===== config.mk =====
export PLATFORM = sky130hd
export DESIGN_NAME = store_router
export DESIGN_NICKNAME = d
export VERILOG_FILES = /design/src/rtl/store_router_pkg.sv /design/src/rtl/store_router_lane_steer.sv /design/src/rtl/store_router.sv
export SDC_FILE = /design/constraint.sdc
export NUM_CORES = 1
export LEC_CHECK = 0
export CAP_MARGIN = 0
export CELL_PAD_IN_SITES_DETAIL_PLACEMENT = 2
export CELL_PAD_IN_SITES_GLOBAL_PLACEMENT = 2
export CORE_ASPECT_RATIO = 1.5
export CORE_MARGIN = 3
export CORE_UTILIZATION = 25
export DETAILED_ROUTE_END_ITERATION = 10
export GPL_TIMING_DRIVEN = 0
export PLACE_DENSITY = 0.88
export SYNTH_ARGS = -nofsm -noshare
export SYNTH_HDL_FRONTEND = slang
export SYNTH_SLANG_ARGS = --single-unit

===== constraint.sdc =====
create_clock -name clk -period 3.3 [get_ports clk]
set_input_delay 0.66 -clock clk [delete_from_list [all_inputs] [get_ports clk]]
set_output_delay 0.66 -clock clk [all_outputs]
set_load 0.05 [all_outputs]

===== src/rtl/store_router_pkg.sv =====
// Shared types and constants for the CPU store path: size codes, slave targets,
// the AdES exception code and the default memory map.
package store_router_pkg;

  localparam logic [1:0] SZ_BYTE = 2'b00;
  localparam logic [1:0] SZ_HALF = 2'b01;
  localparam logic [1:0] SZ_WORD = 2'b10;

  typedef enum logic [2:0] {
    TGT_DM   = 3'd0,
    TGT_TC0  = 3'd1,
    TGT_TC1  = 3'd2,
    TGT_IG   = 3'd3,
    TGT_NONE = 3'd4
  } target_t;

  typedef enum logic {
    ST_EMPTY = 1'b0,
    ST_FULL  = 1'b1
  } buf_state_t;

  localparam logic [4:0] EXC_ADES     = 5'd5;
  localparam logic [3:0] TC_COUNT_OFS = 4'h8;

  // Timers span three words; the interrupt generator is a single word.
  localparam logic [31:0] TC_SPAN = 32'd12;
  localparam logic [31:0] IG_SPAN = 32'd4;

  localparam logic [31:0] DEF_DM_BASE  = 32'h0000_0000;
  localparam logic [31:0] DEF_DM_LIMIT = 32'h0000_2FFF;
  localparam logic [31:0] DEF_TC0_BASE = 32'h0000_7F00;
  localparam logic [31:0] DEF_TC1_BASE = 32'h0000_7F10;
  localparam logic [31:0] DEF_IG_BASE  = 32'h0000_7F20;

endpackage


===== src/rtl/store_router_lane_steer.sv =====
// Combinational byte-lane steering for CPU stores: replicates byte/half data
// across lanes, builds byte enables and flags misalignment or a reserved size.
module store_lane_steer
  import store_router_pkg::*;
(
  input  logic [1:0]  size,
  input  logic [1:0]  addr_lo,
  input  logic [31:0] wdata,
  output logic [31:0] lane_wdata,
  output logic [3:0]  byteen,
  output logic        misaligned,
  output logic        bad_size
);

  always_comb begin
    lane_wdata = wdata;
    byteen     = 4'b1111;
    misaligned = 1'b0;
    bad_size   = 1'b0;
    case (size)
      SZ_BYTE: begin
        lane_wdata = {4{wdata[7:0]}};
        byteen     = 4'b0001 << addr_lo;
      end
      SZ_HALF: begin
        lane_wdata = {2{wdata[15:0]}};
        byteen     = addr_lo[1] ? 4'b1100 : 4'b0011;
        misaligned = addr_lo[0];
      end
      SZ_WORD: begin
        misaligned = (addr_lo != 2'b00);
      end
      default: begin
        byteen   = 4'b0000;
        bad_size = 1'b1;
      end
    endcase
  end

endmodule


===== src/rtl/store_router.sv =====
// CPU store router: decodes the target slave, steers data into byte lanes and
// holds one store until the slave accepts it; illegal stores raise AdES.
module store_router
  import store_router_pkg::*;
#(
  parameter logic [31:0] DM_BASE  = DEF_DM_BASE,
  parameter logic [31:0] DM_LIMIT = DEF_DM_LIMIT,
  parameter logic [31:0] TC0_BASE = DEF_TC0_BASE,
  parameter logic [31:0] TC1_BASE = DEF_TC1_BASE,
  parameter logic [31:0] IG_BASE  = DEF_IG_BASE
) (
  input  logic        clk,
  input  logic        reset,
  input  logic        req_valid,
  output logic        req_ready,
  input  logic [1:0]  req_size,
  input  logic [31:0] req_addr,
  input  logic [31:0] req_wdata,
  output logic [31:0] out_addr,
  output logic [31:0] out_wdata,
  output logic [3:0]  out_byteen,
  output logic        dm_valid,
  input  logic        dm_ready,
  output logic        tc0_valid,
  input  logic        tc0_ready,
  output logic        tc1_valid,
  input  logic        tc1_ready,
  output logic        ig_valid,
  input  logic        ig_ready,
  output logic        exc_valid,
  output logic [4:0]  exc_code,
  output logic [31:0] exc_badvaddr
);

  buf_state_t  state;
  target_t     tgt;
  logic [31:0] lane_wdata;
  logic [3:0]  lane_byteen;
  logic        misaligned;
  logic        bad_size;
  logic [31:0] dm_ofs;
  logic [31:0] tc0_ofs;
  logic [31:0] tc1_ofs;
  logic [31:0] ig_ofs;
  logic        count_hit;
  logic        req_err;
  logic        sel_ready;
  logic        accept;
  logic        drain;

  store_lane_steer u_steer (
    .size       (req_size),
    .addr_lo    (req_addr[1:0]),
    .wdata      (req_wdata),
    .lane_wdata (lane_wdata),
    .byteen     (lane_byteen),
    .misaligned (misaligned),
    .bad_size   (bad_size)
  );

  // Offsets wrap below each base, so one unsigned compare checks both ends.
  assign dm_ofs  = req_addr - DM_BASE;
  assign tc0_ofs = req_addr - TC0_BASE;
  assign tc1_ofs = req_addr - TC1_BASE;
  assign ig_ofs  = req_addr - IG_BASE;

  always_comb begin
    tgt       = TGT_NONE;
    count_hit = 1'b0;
    if (dm_ofs <= (DM_LIMIT - DM_BASE)) begin
      tgt = TGT_DM;
    end else if (tc0_ofs < TC_SPAN) begin
      tgt       = TGT_TC0;
      count_hit = ((tc0_ofs[3:0] & 4'hC) == TC_COUNT_OFS);
    end else if (tc1_ofs < TC_SPAN) begin
      tgt       = TGT_TC1;
      count_hit = ((tc1_ofs[3:0] & 4'hC) == TC_COUNT_OFS);
    end else if (ig_ofs < IG_SPAN) begin
      tgt = TGT_IG;
    end
  end

  // Peripherals only take full-word writes; the timer Count word is read-only.
  always_comb begin
    req_err = bad_size || misaligned || (tgt == TGT_NONE) || count_hit;
    if ((tgt != TGT_DM) && (req_size != SZ_WORD)) begin
      req_err = 1'b1;
    end
  end

  assign sel_ready = (dm_valid & dm_ready) | (tc0_valid & tc0_ready)
                   | (tc1_valid & tc1_ready) | (ig_valid & ig_ready);
  assign drain     = (state == ST_FULL) && sel_ready;
  assign req_ready = (state == ST_EMPTY) || sel_ready;
  assign accept    = req_valid && req_ready;

  always_ff @(posedge clk) begin
    if (reset) begin
      state        <= ST_EMPTY;
      dm_valid     <= 1'b0;
      tc0_valid    <= 1'b0;
      tc1_valid    <= 1'b0;
      ig_valid     <= 1'b0;
      out_addr     <= '0;
      out_wdata    <= '0;
      out_byteen   <= '0;
      exc_valid    <= 1'b0;
      exc_code     <= '0;
      exc_badvaddr <= '0;
    end else begin
      exc_valid <= 1'b0;
      exc_code  <= '0;
      if (accept && !req_err) begin
        state      <= ST_FULL;
        dm_valid   <= (tgt == TGT_DM);
        tc0_valid  <= (tgt == TGT_TC0);
        tc1_valid  <= (tgt == TGT_TC1);
        ig_valid   <= (tgt == TGT_IG);
        out_addr   <= {req_addr[31:2], 2'b00};
        out_wdata  <= lane_wdata;
        out_byteen <= lane_byteen;
      end else if (drain) begin
        state     <= ST_EMPTY;
        dm_valid  <= 1'b0;
        tc0_valid <= 1'b0;
        tc1_valid <= 1'b0;
        ig_valid  <= 1'b0;
      end
      if (accept && req_err) begin
        exc_valid    <= 1'b1;
        exc_code     <= EXC_ADES;
        exc_badvaddr <= req_addr;
      end
    end
  end

endmodule


==> results of run 1 <==
-- area by class of cell --
| cell class | instances | area (um^2) |
|---|---|---|
| multi-input cells | 444 | 3750 |
| fillers | 2361 | 13100 |
| inverters | 12 | 45.0 |
| flip-flops and latches | 104 | 2080 |
| well taps | 276 | 345 |
| plain buffers | 54 | 448 |
| clock buffers | 9 | 225 |
| clock inverters | 7 | 93.8 |
| repair buffers | 236 | 2380 |
| diodes | 1 | 2.50 |
-- critical path, delay by kind of cell --
family | cells | cell delay (ns)
adder cells (fa/ha/maj) | 1 | 0.22
multiplexers | 2 | 0.46
AND/OR/NAND/NOR | 1 | 0.13
AO/OA/AOI/OAI | 5 | 1.21
buffers and inverters | 7 | 1.08
-- how the worst min path moves through the flow --
stage / slack, ns / endpoint / start
2_1_floorplan: 0.56 / dm_valid / state
3_3_place_gp: 0.45 / out_wdata[5] / out_wdata[5]
3_5_place_dp: 0.46 / out_wdata[2] / out_wdata[2]
4_1_cts: 0.48 / out_wdata[2] / out_wdata[2]
5_1_grt: 0.49 / out_wdata[2] / out_wdata[2]
6_report: 0.48 / exc_badvaddr[9] / exc_badvaddr[9]
-- report_power, final --
group          total, uW  switching, uW  internal, uW
clock               1160            604           553
combinational        658            396           262
sequential          1290           16.1          1280
-- synth_stat cells, types with 3 or more instances --
library cell,instances
dfxtp_1,104
nand2b_1,80
mux2i_1,50
a21oi_1,35
clkbuf_1,30
nand2_1,28
a31oi_1,25
nor3_1,18
o21ai_0,18
a211oi_2,17
nor3b_2,17
nand4_1,15
nor2_1,13
inv_1,11
buf_4,9
a22o_1,8
nand3_1,8
o31ai_1,8
nor2b_1,7
nor4_1,7
buf_2,6
buf_6,6
ha_1,6
or4_1,6
a2111oi_0,5
a211oi_1,5
a311oi_1,5
a211o_1,4
mux2_1,4
nand4b_1,4
or3_1,4
a311oi_2,3
buf_8,3
o21a_1,3
-- per-stage QoR --
| stage | setup WS (ns) | instances | total power [uW] |
|---|---|---|---|
| floorplan | -0.198 | 614 | 1630 |
| global placement | -1.78 | 1064 | 1860 |
| detailed placement | -1.80 | 1064 | 1870 |
| CTS | -0.0990 | 1127 | 3090 |
| global route | -0.273 | 1142 | 3230 |
| finish | -0.201 | 1143 | 3110 |
-- per-layer routing --
| metal | vias up | global-route usage, % | share of wire (%) |
|---|---|---|---|
| li1 | 2750 | - | - |
| met1 | 3040 | 21.7 | 36 |
| met2 | 205 | 40.8 | 56 |
| met3 | 53 | 4.81 | 5.1 |
| met5 | - | 0 | 0 |
| met4 | 0 | 8.64 | 3.1 |
-- cell families (layout without fill, tap and decap cells) --
| family | after synthesis | in the layout | share of synthesized area (%) |
|---|---|---|---|
| muxes | 54 | 54 | 9.53 |
| and+or+nand+nor | 220 | 220 | 24.6 |
| DFF | 104 | 104 | 36.4 |
| xor gates and xnor gates | 3 | 3 | 0.459 |
| buffers and inverters | 66 | 318 | 6.42 |
| AOI/OAI and AO/OA | 156 | 156 | 21.3 |
| adders and majority gates | 6 | 6 | 1.31 |
| other | 1 | 6 | 0.0655 |
-- repair_timing --
action / CTS / global route
endpoints found under the setup margin: 104 / 104
pin swaps: 31 / 22
cloned: 5 / 0
resized for setup: 182 / 65
setup buffers: 46 / 15
-- sequential cells by signal, summed over array words and instances, names as in the netlist --
signal	cells
exc_code	1
tc1_valid	1
state	1
tc0_valid	1
ig_valid	1
exc_badvaddr	32
dm_valid	1
out_byteen	4
out_wdata	32
out_addr	30
==> impl_metrics.csv, run 1 <==
group,metric,value,unit
timing,slew_viol_final,0,
setup_path,worstPathRequired,3.59,ns
timing,rsz0062_at_grt,"yes",
setup_path,worstReg2RegStart,"dm_valid",
timing,period_needed,3.50,ns
setup_path,critPathKind,"primary input to flip-flop",
route,ant_nets,0,
clock_tree,h-tree-depth,3,
timing,fin_setup_tns,-6.35,ns
outcome,status,"finished with violations",
timing,hold_ws,0.475,ns
synthesis,synth-edff-count,0,
synthesis,synthTopCellsByArea,"dfxtp_1 (36%), mux2i_1 (8.7%), nand2b_1 (8.7%), a211oi_2 (3.7%), nor3b_2 (3.7%)",
setup_path,crit_chain,"clkbuf_4 > inv_1 > ha_2 > nand2_2 > a211oi_4 > buf_6 > mux2i_4 > a2111oi_4 > o2111a_2 > a2111o_1 > buf_6 > a21oi_4 > buf_12 > buf_12 > buf_16 > mux2i_1",
timing,finalCritPeriodShare,106,%
synthesis,yosys.area.top_type,"dfxtp_1",
synthesis,ys_ff_latch,104,
synthesis,async_flop_share,0,%
place,gp_congestion,0.897,
place,port-buffer-count,174,
synthesis,netlist_area,5730,um^2
timing,fmax,286,MHz
synthesis,synth.distinct_cells,62,
floorplanning,fp-row-count,67,
setup_path,endpoint_kind,"flip-flop",
floorplanning,die_y,191,um
timing,worst_slack,-0.201,ns
clock_tree,clock_latency,0.37,ns
floorplanning,ios,184,
floorplanning,initial_core_util,25.5,%
clock_tree,cts_tree,"done",
floorplanning,core_area,22500,um^2
setup_path,endpoint,"exc_badvaddr[13]",
setup_path,crit_arrival,3.79,ns
route,vias,6048,
setup_path,r2r-end,"out_wdata[19]",
layout,fin_util,41.7,%
clock_tree,hold_buffers,0,
layout,syn_to_final_growth,63.7,%
global_route,track_usage,21.3,%
global_route,antenna_found_initial,0,
route,drcViolationCount,0,
layout,layout_common_cells,"clkdlybuf4s50_1 (148), dfxtp_1 (104), nand2b_1 (80)",
clock_tree,cts_buffers,9,
min_path,min_path_cells,2,
setup_path,critPathLaunchType,"primary input",
clock_tree,clockBufferDepth,2,
setup_path,r2r_cells,7,
min_path,min_path_type,"flip-flop to flip-flop",
layout,final_common_cell,"clkdlybuf4s50_1",
pwr,leakage,0.00343,uW
floorplanning,fp.dieW,130,um
clock_tree,cts_root_buf,"clkbuf_16",
synthesis,synth_top_area_share,36.4,%
synthesis,synthCells,610,
synthesis,synth-main-ff-cell,"dfxtp_1",
synthesis,yosys_warnings,0,
route,drt_first_iter_violations,231,
timing,tightest_slew,0.741,ns
timing,hold_violations,0,
timing,skew,0.0162,ns
layout,drive_above_1_share,27.1,%
timing,slew_headroom,50.6,%
pwr,irDropWorstVdd,240,uV
setup_path,cp_slowest_stage_delay,0.43,ns
floorplanning,die_area,24800,um^2
synthesis,synth-seq-area-share,36.4,%
route,wl_per_cell,24.5,um
setup_path,crit_slowest_cell,"a2111o_1",
place,placed_area,7870,um^2
layout,finalInstanceArea,9380,um^2
place,hpwl,18.1,mm
pwr,power_density,332,nW/um^2
global_route,overflow,0,
route,drt_pass1_iterations,4,
layout,fin_nets,940,
timing,setup_viol,93,
route,via_per_inst,5.29,
route,routed_wl,28.0,mm
synthesis,avgSynthCellArea,9.39,um^2
setup_path,path_max_fanout,7,
global_route,grt_pass1_wl,40.3,mm
global_route,grt_max_degree,23,
global_route,grt_pass1_vias,6862,
setup_path,reg2reg_slack,0.98,ns
flow_run,maxCapViolCount,0,
clock_tree,clk_pin_slew,0.09,ns
outcome,violations,"negative setup slack",
setup_path,cp-startpoint,"req_addr[5]",
clock_tree,cts_num_sinks,104,
No activity file was read; power rests on OpenSTA's default activity.
==> inputs of run 2 (changes only) <==
--- a/config.mk
+++ b/config.mk
@@ -5,7 +5,7 @@
 export SDC_FILE = /design/constraint.sdc
 export NUM_CORES = 1
 export LEC_CHECK = 0
-export CAP_MARGIN = 0
+export CAP_MARGIN = 20
 export CELL_PAD_IN_SITES_DETAIL_PLACEMENT = 2
 export CELL_PAD_IN_SITES_GLOBAL_PLACEMENT = 2
 export CORE_ASPECT_RATIO = 1.5
==> results of run 2 <==
Same layout as run 1: the final DEF is identical, and so are final timing and power.
==> inputs of run 3 (changes only) <==
--- a/config.mk
+++ b/config.mk
@@ -5,6 +5,7 @@
 export SDC_FILE = /design/constraint.sdc
 export NUM_CORES = 1
 export LEC_CHECK = 0
+export ABC_AREA = 0
 export CAP_MARGIN = 20
 export CELL_PAD_IN_SITES_DETAIL_PLACEMENT = 2
 export CELL_PAD_IN_SITES_GLOBAL_PLACEMENT = 2
==> results of run 3 <==
Same layout as run 1: the final DEF is identical, and so are final timing and power.
